### src/rtl/bank_rd_streamer.sv
// bank_rd_streamer: read-side address generator and 2-entry output buffer
// for one data bank with a 1-cycle registered read port.
//
// Optional build macro: BANK_RD_STALL_CNT_EN adds the 16-bit stall_cnt
// output (cycles with out_valid && !out_ready, saturating, cleared by an
// accepted start).
//
// state   | meaning
// --------+--------------------------------------------------------------
// S_IDLE  | no job; start accepted here (count==0 only pulses done)
// S_RUN   | issuing bank reads while words remain and buffer room exists
// S_DRAIN | all reads issued; waiting for the out_last word to be accepted
`timescale 1ns/1ps

module bank_rd_streamer #(
  parameter int W = 64,
  parameter int A = 10
) (
  input  logic         clk,
  input  logic         rst,
  input  logic         start,
  input  logic [A-1:0] base_addr,
  input  logic [A-1:0] stride,
  input  logic [A-1:0] count,
  output logic         busy,
  output logic         done,
  output logic         bank_rd_en,
  output logic [A-1:0] bank_rd_addr,
  input  logic [W-1:0] bank_rd_word,
  output logic         out_valid,
  input  logic         out_ready,
  output logic [W-1:0] out_word,
  output logic         out_last
`ifdef BANK_RD_STALL_CNT_EN
  ,
  output logic [15:0]  stall_cnt
`endif
);

  typedef enum logic [1:0] {
    S_IDLE  = 2'd0,
    S_RUN   = 2'd1,
    S_DRAIN = 2'd2
  } state_t;

  state_t         state_q, state_d;
  logic [A-1:0]   addr_q, addr_d;
  logic [A-1:0]   stride_q, stride_d;
  logic [A-1:0]   remaining_q, remaining_d;
  logic           inflight_q, inflight_d;
  logic           inflight_last_q, inflight_last_d;
  logic [W-1:0]   buf_word_q [2];
  logic [W-1:0]   buf_word_d [2];
  logic [1:0]     buf_last_q, buf_last_d;
  logic           head_q, head_d;
  logic [1:0]     occ_q, occ_d;
  logic           done_q, done_d;

  logic           pop;
  logic           push;
  logic           issue;
  logic           start_acc;
  logic           tail;
  logic [2:0]     fill;

  // State register and all datapath flops; synchronous reset also drops any in-flight word.
  always_ff @(posedge clk) begin
    if (rst) begin
      state_q         <= S_IDLE;
      addr_q          <= '0;
      stride_q        <= '0;
      remaining_q     <= '0;
      inflight_q      <= 1'b0;
      inflight_last_q <= 1'b0;
      buf_word_q[0]   <= '0;
      buf_word_q[1]   <= '0;
      buf_last_q      <= '0;
      head_q          <= 1'b0;
      occ_q           <= '0;
      done_q          <= 1'b0;
    end else begin
      state_q         <= state_d;
      addr_q          <= addr_d;
      stride_q        <= stride_d;
      remaining_q     <= remaining_d;
      inflight_q      <= inflight_d;
      inflight_last_q <= inflight_last_d;
      buf_word_q[0]   <= buf_word_d[0];
      buf_word_q[1]   <= buf_word_d[1];
      buf_last_q      <= buf_last_d;
      head_q          <= head_d;
      occ_q           <= occ_d;
      done_q          <= done_d;
    end
  end

  // Next-state logic: the last read moves to DRAIN, the accepted last word returns to IDLE.
  always_comb begin
    state_d = state_q;
    case (state_q)
      S_IDLE: begin
        if (start && (count != '0)) state_d = S_RUN;
      end
      S_RUN: begin
        if (issue && (remaining_q == {{(A-1){1'b0}}, 1'b1})) state_d = S_DRAIN;
      end
      S_DRAIN: begin
        if (pop && out_last) state_d = S_IDLE;
      end
      default: state_d = S_IDLE;
    endcase
  end

  // Outputs and handshake terms; a read is issued only if its word is guaranteed a buffer slot.
  always_comb begin
    busy         = (state_q != S_IDLE);
    done         = done_q;
    out_valid    = (occ_q != 2'd0);
    out_word     = buf_word_q[head_q];
    out_last     = out_valid & buf_last_q[head_q];
    bank_rd_addr = addr_q;
    pop          = out_valid & out_ready;
    push         = inflight_q;
    start_acc    = start & (state_q == S_IDLE);
    fill         = {1'b0, occ_q} + {2'b00, inflight_q};
    issue        = (state_q == S_RUN) && (remaining_q != '0) &&
                   (fill < (3'd2 + {2'b00, pop}));
    bank_rd_en   = issue;
  end

  // Job counters, address stepping, in-flight tracking and the 2-entry circular buffer.
  always_comb begin
    addr_d          = addr_q;
    stride_d        = stride_q;
    remaining_d     = remaining_q;
    done_d          = 1'b0;
    buf_word_d[0]   = buf_word_q[0];
    buf_word_d[1]   = buf_word_q[1];
    buf_last_d      = buf_last_q;
    head_d          = head_q;
    occ_d           = occ_q;
    tail            = head_q ^ occ_q[0];

    if (start_acc) begin
      addr_d      = base_addr;
      stride_d    = stride;
      remaining_d = count;
      if (count == '0) done_d = 1'b1;
    end

    if (issue) begin
      addr_d      = addr_q + stride_q;
      remaining_d = remaining_q - {{(A-1){1'b0}}, 1'b1};
    end

    inflight_d      = issue;
    inflight_last_d = issue && (remaining_q == {{(A-1){1'b0}}, 1'b1});

    if ((state_q == S_DRAIN) && pop && out_last) done_d = 1'b1;

    // With occ==2 a push only happens alongside a pop, so tail==head reuses the freed slot.
    if (push) begin
      buf_word_d[tail] = bank_rd_word;
      buf_last_d[tail] = inflight_last_q;
    end

    if (pop) head_d = ~head_q;

    case ({push, pop})
      2'b10:   occ_d = occ_q + 2'd1;
      2'b01:   occ_d = occ_q - 2'd1;
      default: occ_d = occ_q;
    endcase
  end

`ifdef BANK_RD_STALL_CNT_EN
  logic [15:0] stall_cnt_q, stall_cnt_d;

  // Backpressure cycle counter, saturating, restarted by each accepted job.
  always_comb begin
    stall_cnt_d = stall_cnt_q;
    if (start_acc) begin
      stall_cnt_d = '0;
    end else if (out_valid && !out_ready && (stall_cnt_q != 16'hFFFF)) begin
      stall_cnt_d = stall_cnt_q + 16'd1;
    end
  end

  // Stall counter register.
  always_ff @(posedge clk) begin
    if (rst) stall_cnt_q <= '0;
    else     stall_cnt_q <= stall_cnt_d;
  end

  assign stall_cnt = stall_cnt_q;
`endif

endmodule

### config.mk
export PLATFORM = sky130hd
export DESIGN_NAME = bank_rd_streamer
export DESIGN_NICKNAME = d
export VERILOG_FILES = /design/src/rtl/bank_rd_streamer.sv
export SDC_FILE = /design/constraint.sdc
export NUM_CORES = 1
export LEC_CHECK = 0
export CELL_PAD_IN_SITES_DETAIL_PLACEMENT = 1
export CELL_PAD_IN_SITES_GLOBAL_PLACEMENT = 1
export CORE_UTILIZATION = 36
export CTS_CLUSTER_DIAMETER = 150
export CTS_CLUSTER_SIZE = 20
export DETAILED_ROUTE_END_ITERATION = 16
export PLACE_DENSITY_LB_ADDON = 0.1
export SYNTH_ARGS = -nofsm -noshare
export SYNTH_HDL_FRONTEND = slang
export SYNTH_SLANG_ARGS = --single-unit
### constraint.sdc
create_clock -name clk -period 2.9 [get_ports clk]
set_input_delay 0.58 -clock clk [delete_from_list [all_inputs] [get_ports clk]]
set_output_delay 0.58 -clock clk [all_outputs]
set_load 0.01 [all_outputs]
# Word level (Yosys, flattened, before mapping)
# Memories as Yosys holds them, arrays and structs flattened. A register that Yosys moved wholly into a read port is not among the register bits.
# Index checks and enable logic that the tools add are counted.
# word_totals
n_memories,1
input_bits,98
mem_bits_rw,128
word_cells,85
reg_bits,40
output_inout_bits,79
# mem_list
memory,words,width,rd,rd_clocked_by_memory_dff,wr,line,source
buf_word_q,2,64,3,1,2,52,logic [W-1:0] buf_word_q [2];
# classes
muxes,28
addsub,6
bitwise_logic,8
n_eq_ne,8
n_lt_le_gt_ge,6
reduce_logical,18
# ops
cell,n
$mux 64,3
$bwmux 128,1
$mux 128,1
$demux 64 s1,1
$mux 10,4
$reduce_bool 10->1,2
$mux 1,11
$add 10x10->10,1
$eq 10x1->1 const B,1
$logic_not 10->1,1
$sub 10x1->10 const B,1
$logic_and 1x1->1,9
$reduce_bool 2->1,4
$mux 2,3
$ne 2x2->1 const B,3
$pmux 2 s3,1
$eq 2x1->1 const B,2
$eq 2x2->1 const B,2
$lt 1x2->1 const B,2
$pmux 2 s2,1
$add 2x1->3,1
$add 2x1->3 const A,1
$and 1x1->1,3
$lt 3x3->1,1
13 further kinds,14

# Logic depth before layout (Yosys ltp)
# Gate-level depths: netlist of run 1.
# logic_depth
depth_word,9
mapped_depth,8
ltp_nobuf,7

# Least setup slack after synthesis of run 1
# OpenSTA, ideal clock, no wires.
# synth_path
path_kind,reg2reg
from,"reg addr_q[0], in the netlist bank_rd_addr[0]"
to,"reg addr_q[8], in the netlist bank_rd_addr[8]"
arrival_ns,2.023
path_stages_with_launch,8
path_buffers,0
setup_slack_ns,0.774
setup_time_ns,0.103
path_cell_list,dfxtp_1 -> ha_1 -> fa_1 -> a21o_1 -> a221oi_2 -> o21ai_0 -> and3_1 -> a2111oi_2
# synth_via
elab_chain_len,2
# synth_lines
item,line,source
"start, declared",47,"logic [A-1:0] addr_q, addr_d;"
"start signal, assigned",83,addr_q <= addr_d;
$add 10x10->10,152,addr_d = addr_q + stride_q;
$mux 10,151,if (issue) begin
# No other way between the ends.
# A chain may end at the register's enable or synchronous reset.

# Worst setup path in the final report of run 1
# layout_path
from,reg occ_q[0]
to,out bank_rd_en
# layout_via
elab_chain_len,5
elab_cells_between_ends,6
cone_classes,add/sub: 2; order compare: 1; bitwise: 1; reduce/logical: 2
# layout_lines
item,line,source
"start, declared",56,"logic [1:0] occ_q, occ_d;"
"start signal, assigned",79,occ_q <= '0;
"start signal, assigned",92,occ_q <= occ_d;
$reduce_bool 2->1,118,out_valid = (occ_q != 2'd0);
$and 1x1->1,122,pop = out_valid & out_ready;
$add 2x1->3,127,"(fill < (3'd2 + {2'b00, pop}));"
$lt 3x3->1 *,127,
$logic_and 1x1->1 *,126,issue = (state_q == S_RUN) && (remaining_q != '0) &&
"end, declared",27,"output logic bank_rd_en,"
# Mark *: on every way between the ends. The rest lies on a longest branch, timed or not.

==> results of run 1 <==
[logic make-up (layout without fill, tap and decap cells)]
| logic type | after synthesis | after routing |
|---|---|---|
| flip-flops | 169 | 169 |
| AND/OR/NAND/NOR | 363 | 363 |
| XOR/XNOR | 11 | 11 |
| adder cells (fa/ha/maj) | 15 | 15 |
| AO/OA/AOI/OAI | 199 | 199 |
| buffers and inverters | 73 | 237 |
| multiplexers | 69 | 69 |
[synthesized netlist by cell type (all sizes together) (5+ instances only)]
library cell  instances  area share, %
buf                  18            1.2
a21o                  6           0.61
a21oi               159             11
nor2                 19           0.97
a22oi                 5           0.51
xnor2                 7           0.83
nor3                  5           0.34
nand3                 5           0.41
nand4                 6           0.59
inv                  11           0.56
and3                  5           0.42
dfxtp               169             46
mux2                 66             10
clkbuf               44            2.2
nand2               304             15
a31oi                 8           0.76
ha                   14            2.4
[flip-flops by register name (all words and copies together), names as in the netlist, named ones only]
register / flops
bank_rd_addr: 10
buf_last_q: 2
buf_word_q: 128
done: 1
head_q: 1
inflight_last_q: 1
inflight_q: 1
occ_q: 2
remaining_q: 10
state_q: 2
stride_q: 10
[power by group through the flow]
stage / sequential (mW) / combinational, mW / clock [mW]
floorplan: 2.65 / 0.858 / 0
global placement: 2.67 / 1.45 / 0
detailed placement: 2.68 / 1.47 / 0
CTS: 2.63 / 1.48 / 2.49
global route: 2.65 / 1.60 / 2.58
finish: 2.63 / 1.46 / 2.44
[area by class of cell]
| type | instances | area (µm²) |
|---|---|---|
| flip-flops and latches | 169 | 3386 |
| repair buffers | 194 | 1944 |
| inverters | 11 | 41.29 |
| clock buffers | 21 | 450.4 |
| clock inverters | 11 | 170.2 |
| multi-input cells | 657 | 3711 |
| fillers | 2402 | 10130 |
| well taps | 270 | 337.8 |
[cells in the final DEF, fill, tap and decap left out, drive strengths merged, types with 2 or more instances in the layout]
cell	instances
o211ai	2
clkbuf	21
ha	14
o21ai	4
nor3	5
inv	12
a22oi	5
bufinv	4
or3	3
and3	5
xnor2	7
nand3	5
dfxtp	169
clkdlybuf4s50	175
a311oi	3
or2	3
a21oi	159
nor2	19
buf	19
nand2	304
a21o	6
nand4	6
clkinvlp	2
a31oi	8
or4	2
a2111oi	3
and2	4
nor4	3
mux2i	3
mux2	66
xor2	4
clkinv	4
nor3b	2
[final timing paths]
path                            slack (ps)  depth (start not counted)               to            start
worst max-delay path                   140                          6       bank_rd_en         occ_q[0]
worst min-delay path                   450                          2    buf_last_q[0]  inflight_last_q
worst max register to register         580                          7  bank_rd_addr[8]  bank_rd_addr[0]
worst min register to register         450                          2    buf_last_q[0]  inflight_last_q
[metal layers]
layer / vias to the layer above / share of wire [%] / track usage, %
li1: 3319 / - / -
met1: 3160 / 47 / 24.94
met2: 117 / 48 / 35.22
met3: 22 / 3.6 / 3.868
met4: 0 / 1.2 / 6.684
met5: - / 0 / 0
[critical path: stages (launching register included)]
cell and delay (ps):
dfxtp_2 370, ha_1 190, ha_1 210, nor3b_4 230
nand3_2 120, inv_2 90, clkdlybuf4s50_1 540
[what timing repair did]
action	CTS	global route
hold endpoints to repair	0	0
pin swaps	1	0
endpoints found under the setup margin	1	1
buffers inserted	1	0
gates resized for setup	0	1
==> reports/metrics.cfg, run 1 <==
[clock_tree]
clock_latency_ps = 430
cts_tree = done
cts_max_level = 4
cts-root-buf = clkbuf_16
cts_hold_buf = 0
cts.sinks = 169
clk_pin_slew_worst_paths_ps = 60
numCtsBuffers = 17
clk_path_buf_depth = 2

[synth]
synth_top_family_by_area = simple AND/OR/NAND/NOR gates
synthSimpleGateAreaFrac_pct = 20.30
synthesis.area_um2 = 7380
synthArstFlopShare_pct = 0
avgSynthCellArea_um2 = 8.209
ys.flop_type = dfxtp_1
muxShareOfSynthArea_pct = 10.48
synth_xor_area_share_pct = 1.306
yosys_warnings = 0
synth_fa_ha_area_share_pct = 2.645
ys_ff_latch = 169
synth.yosys.seq_area_share_pct = 45.85
synth_compound_area_share_pct = 15.41
synth_enable_flop_cells = 0
syn-instance-count = 899
syn_nets = 1012
synth.distinct_cells = 51

[pwr]
switching_power_mw = 1.860
combPwrFrac_pct = 22.4
p_per_area_nw_per_um2 = 649.8
power_frac_clock_pct = 37.3
p_leak_nw = 3.647
internal-power_mw = 4.665
seqPwrFrac_pct = 40.2
swShare_pct = 28.51
peakVddDrop_mv = 0.4676
p_total_mw = 6.525

[drt]
drt_iter0_drc = 214
wire_per_inst_um = 15.95
wirelength_mm = 21.26
drc = 0
via_per_inst = 4.965
via_count = 6618
first_pass_iters = 6
antenna_left = 0

[worst_setup_path]
endpoint_kind = primary output
path_class = reg2out
crit_path_max_fanout = 6
required_ps = 2320
crit_arrival_ps = 2180
worstSetupStartpointType = register

[placement]
routabilityCongestion = 0.7559
place_hpwl_mm = 13.37
portBuffers = 176
placed_area_um2 = 9412
placed_cells = 1300
pre_cts_ws_ps = 227.3

[layout]
fin_util_pct = 49.78
finalNonFillerCells = 1333
drive_gt1_share_pct = 12.32
antennaDiodeCount = 0
area_growth_pct = 36.06
nets = 1163
final_cell_area_um2 = 10040

[sta]
hold_ws_ps = 451.7
rsz0062_at_grt = no
finalSetupViolCount = 0
worstMarginPinSlew_ps = 775.8
finalMaxSlewViolations = 0
fin_ws_ps = 137.8
hold_viol_final = 0
slew_headroom_pct = 48.28
fmax_mhz = 362.0
period_share_pct = 95.25
fin_setup_tns_ps = 0
period_minus_slack_ps = 2762
finClkSkew_ps = 9.518

[floorplanning]
dieHeight_um = 145.2
die_w_um = 145.2
die-area_um2 = 21080
start_util_pct = 36.59
core_um2 = 20170
ios = 177
placementRows = 52

[grt]
grt_max_degree = 66
grt_pass1_vias = 6789
track_usage_pct = 20.23
grt-ovfl-total = 0
antenna_found_initial = 0
grt_pass1_wl_mm = 34.26

[job]
max-cap-violations = 0

[worst_hold_path]
hold_path_class = reg2reg

[run_status]
status = finished clean

No activity file was read; power rests on OpenSTA's default activity.
==> run 2: changes to the inputs <==
--- a/config.mk
+++ b/config.mk
@@ -12,6 +12,7 @@
 export CTS_CLUSTER_SIZE = 20
 export DETAILED_ROUTE_END_ITERATION = 16
 export PLACE_DENSITY_LB_ADDON = 0.1
+export SLEW_MARGIN = 20
 export SYNTH_ARGS = -nofsm -noshare
 export SYNTH_HDL_FRONTEND = slang
 export SYNTH_SLANG_ARGS = --single-unit
==> results of run 2 <==
Final layout, timing and power as in run 1 (identical DEF).
==> run 3: changes to the inputs <==
--- a/config.mk
+++ b/config.mk
@@ -7,10 +7,11 @@
 export LEC_CHECK = 0
 export CELL_PAD_IN_SITES_DETAIL_PLACEMENT = 1
 export CELL_PAD_IN_SITES_GLOBAL_PLACEMENT = 1
-export CORE_UTILIZATION = 36
+export CORE_UTILIZATION = 33
 export CTS_CLUSTER_DIAMETER = 150
 export CTS_CLUSTER_SIZE = 20
 export DETAILED_ROUTE_END_ITERATION = 16
+export HOLD_SLACK_MARGIN = 0.05
 export PLACE_DENSITY_LB_ADDON = 0.1
 export SLEW_MARGIN = 20
 export SYNTH_ARGS = -nofsm -noshare
==> constraint.sdc (replaced) <==
create_clock -name clk -period 2.4 [get_ports clk]
set_input_delay 0.48 -clock clk [delete_from_list [all_inputs] [get_ports clk]]
set_output_delay 0.48 -clock clk [all_outputs]
set_load 0.01 [all_outputs]
==> reports/metrics.cfg, run 3 (synthesized netlist as in run 1, its figures left out) <==
[run_status]
status = finished clean

[floorplanning]
die-area_um2 = 22960
start_util_pct = 33.71
die_w_um = 151.5
dieHeight_um = 151.5
ios = 177
core_um2 = 21890
placementRows = 54

[drt]
antenna_left = 0
via_count = 6627
drc = 0
wirelength_mm = 21.17
wire_per_inst_um = 15.72
first_pass_iters = 5
via_per_inst = 4.920
drt_iter0_drc = 194

[layout]
largest_register_ffs = 128
final_common_cell = nand2_1
final_cell_area_um2 = 9973
nFillCells = 2621
nets = 1168
top_register = buf_word_q
drive_gt1_share_pct = 12.84
antennaDiodeCount = 0
layout_common_cells = nand2_1 (303), dfxtp_1 (168), a21oi_1 (159)
area_growth_pct = 35.15
finalNonFillerCells = 1347

[sta]
hold_ws_ps = 447.4
rsz0062_at_grt = no
finClkSkew_ps = 9.486
slew_headroom_pct = 37.11
hold_viol_final = 0
fmax_mhz = 430.4
period_share_pct = 96.81
worstMarginPinSlew_ps = 941.1
period_minus_slack_ps = 2323
finalSetupViolCount = 0
finalMaxSlewViolations = 0

[clock_tree]
cts_max_level = 4
cts_tree = done
cts_hold_buf = 0
clk_path_buf_depth = 2
cts-root-buf = clkbuf_16
clk_pin_slew_worst_paths_ps = 70
post-cts-setup-buffers = 0
clock_latency_ps = 420
numCtsBuffers = 17
cts.sinks = 169

[worst_setup_path]
crit_path_max_fanout = 16
path_buf_inv = 2
crit_path_max_incr_delay_ps = 520
crit-reg2reg-launch = bank_rd_addr[0]
critPathSlowestCell = clkdlybuf4s50_1
worstSetupStartpointType = register
crit_arrival_ps = 1840
r2r-end = bank_rd_addr[8]
endpoint_kind = primary output
required_ps = 1920
r2r_slack_ps = 150
path_class = reg2out
worstRegToRegCells = 7
cp.depth = 3
critPathTopFamily = buffers and inverters
crit_path_cell_trace = buf_8, mux2_2, clkdlybuf4s50_1
endpoint = out_word[49]

[pwr]
p_total_mw = 7.543
p_per_area_nw_per_um2 = 756.3
p_leak_nw = 3.859
peakVddDrop_mv = 0.3607

[grt]
track_usage_pct = 18.61
grt_pass1_wl_mm = 33.42
grt-ovfl-total = 0
grt_max_degree = 67
grt_pass1_vias = 6552
antenna_found_initial = 0

[job]
max-cap-violations = 0

[placement]
placed_area_um2 = 9482
portBuffers = 176
placed_cells = 1316
routabilityCongestion = 0.7399
place_hpwl_mm = 13.77

[worst_hold_path]
hold_path_class = in2reg

==> run 3: changes by cell type in the layout (fill, tap and decap cells not counted), sizes merged <==
cell | before | now
buf | 19 | 24
clkinvlp | 2 | 3
clkdlybuf4s50 | 175 | 126
clkinv | 4 | 5
clkbuf | 21 | 19
dlygate4sd2 | 0 | 48
bufinv | 4 | 1
inv | 12 | 15
==> run 3: repair_timing <==
action	4_1_cts	5_1_grt
setup endpoints to repair	63	3
resized for setup	50	3
hold endpoints to repair	0	0
==> run 3: report_power, final <==
| part | total [mW] | switching (mW) | internal (mW) |
|---|---|---|---|
| Combinational | 1.76 | 0.933 | 0.828 |
| Clock | 2.62 | 1.19 | 1.43 |
| Sequential | 3.16 | 0.142 | 3.02 |
==> run 3: how the worst min path moves through the flow <==
stage,start,cells after the start,endpoint,slack (ps)
3_3_place_gp,buf_word_q[1][60],2,buf_word_q[1][60],440
3_5_place_dp,buf_word_q[1][57],2,buf_word_q[1][57],450
2_1_floorplan,inflight_last_q,2,buf_last_q[0],430
4_1_cts,rst,2,stride_q[4],430
5_1_grt,rst,2,remaining_q[4],460
6_report,rst,2,stride_q[3],450
==> run 3: metal layers <==
layer | share of wire, % | vias to the layer above | GRT usage [%]
li1 | - | 3341 | -
met1 | 47 | 3149 | 23.74
met2 | 47 | 120 | 31.37
met3 | 4.8 | 17 | 3.952
met4 | 1.2 | 0 | 5.545
met5 | 0 | - | 0
==> run 3: stage by stage <==
stage / utilization [%] / setup WS, ps / setup TNS (ps)
finish: 45.56 / 76.56 / 0
global route: 45.56 / 10.45 / 0
CTS: 45.56 / 15.52 / 0
detailed placement: 43.31 / -32.38 / -32.38
global placement: 43.31 / -25.49 / -25.49
floorplan: - / 273.5 / 0
==> run 3: layout make-up <==
class                      count  area [µm²]  area share [%]
clock buffer                  18       429.2           4.303
timing repair buffer         199        1937           19.42
inverter                      11       41.29          0.4140
sequential                   169        3385           33.94
clock inverter                13       120.1           1.204
tap                          280       350.3           3.513
multi-input combinational    657        3711           37.21
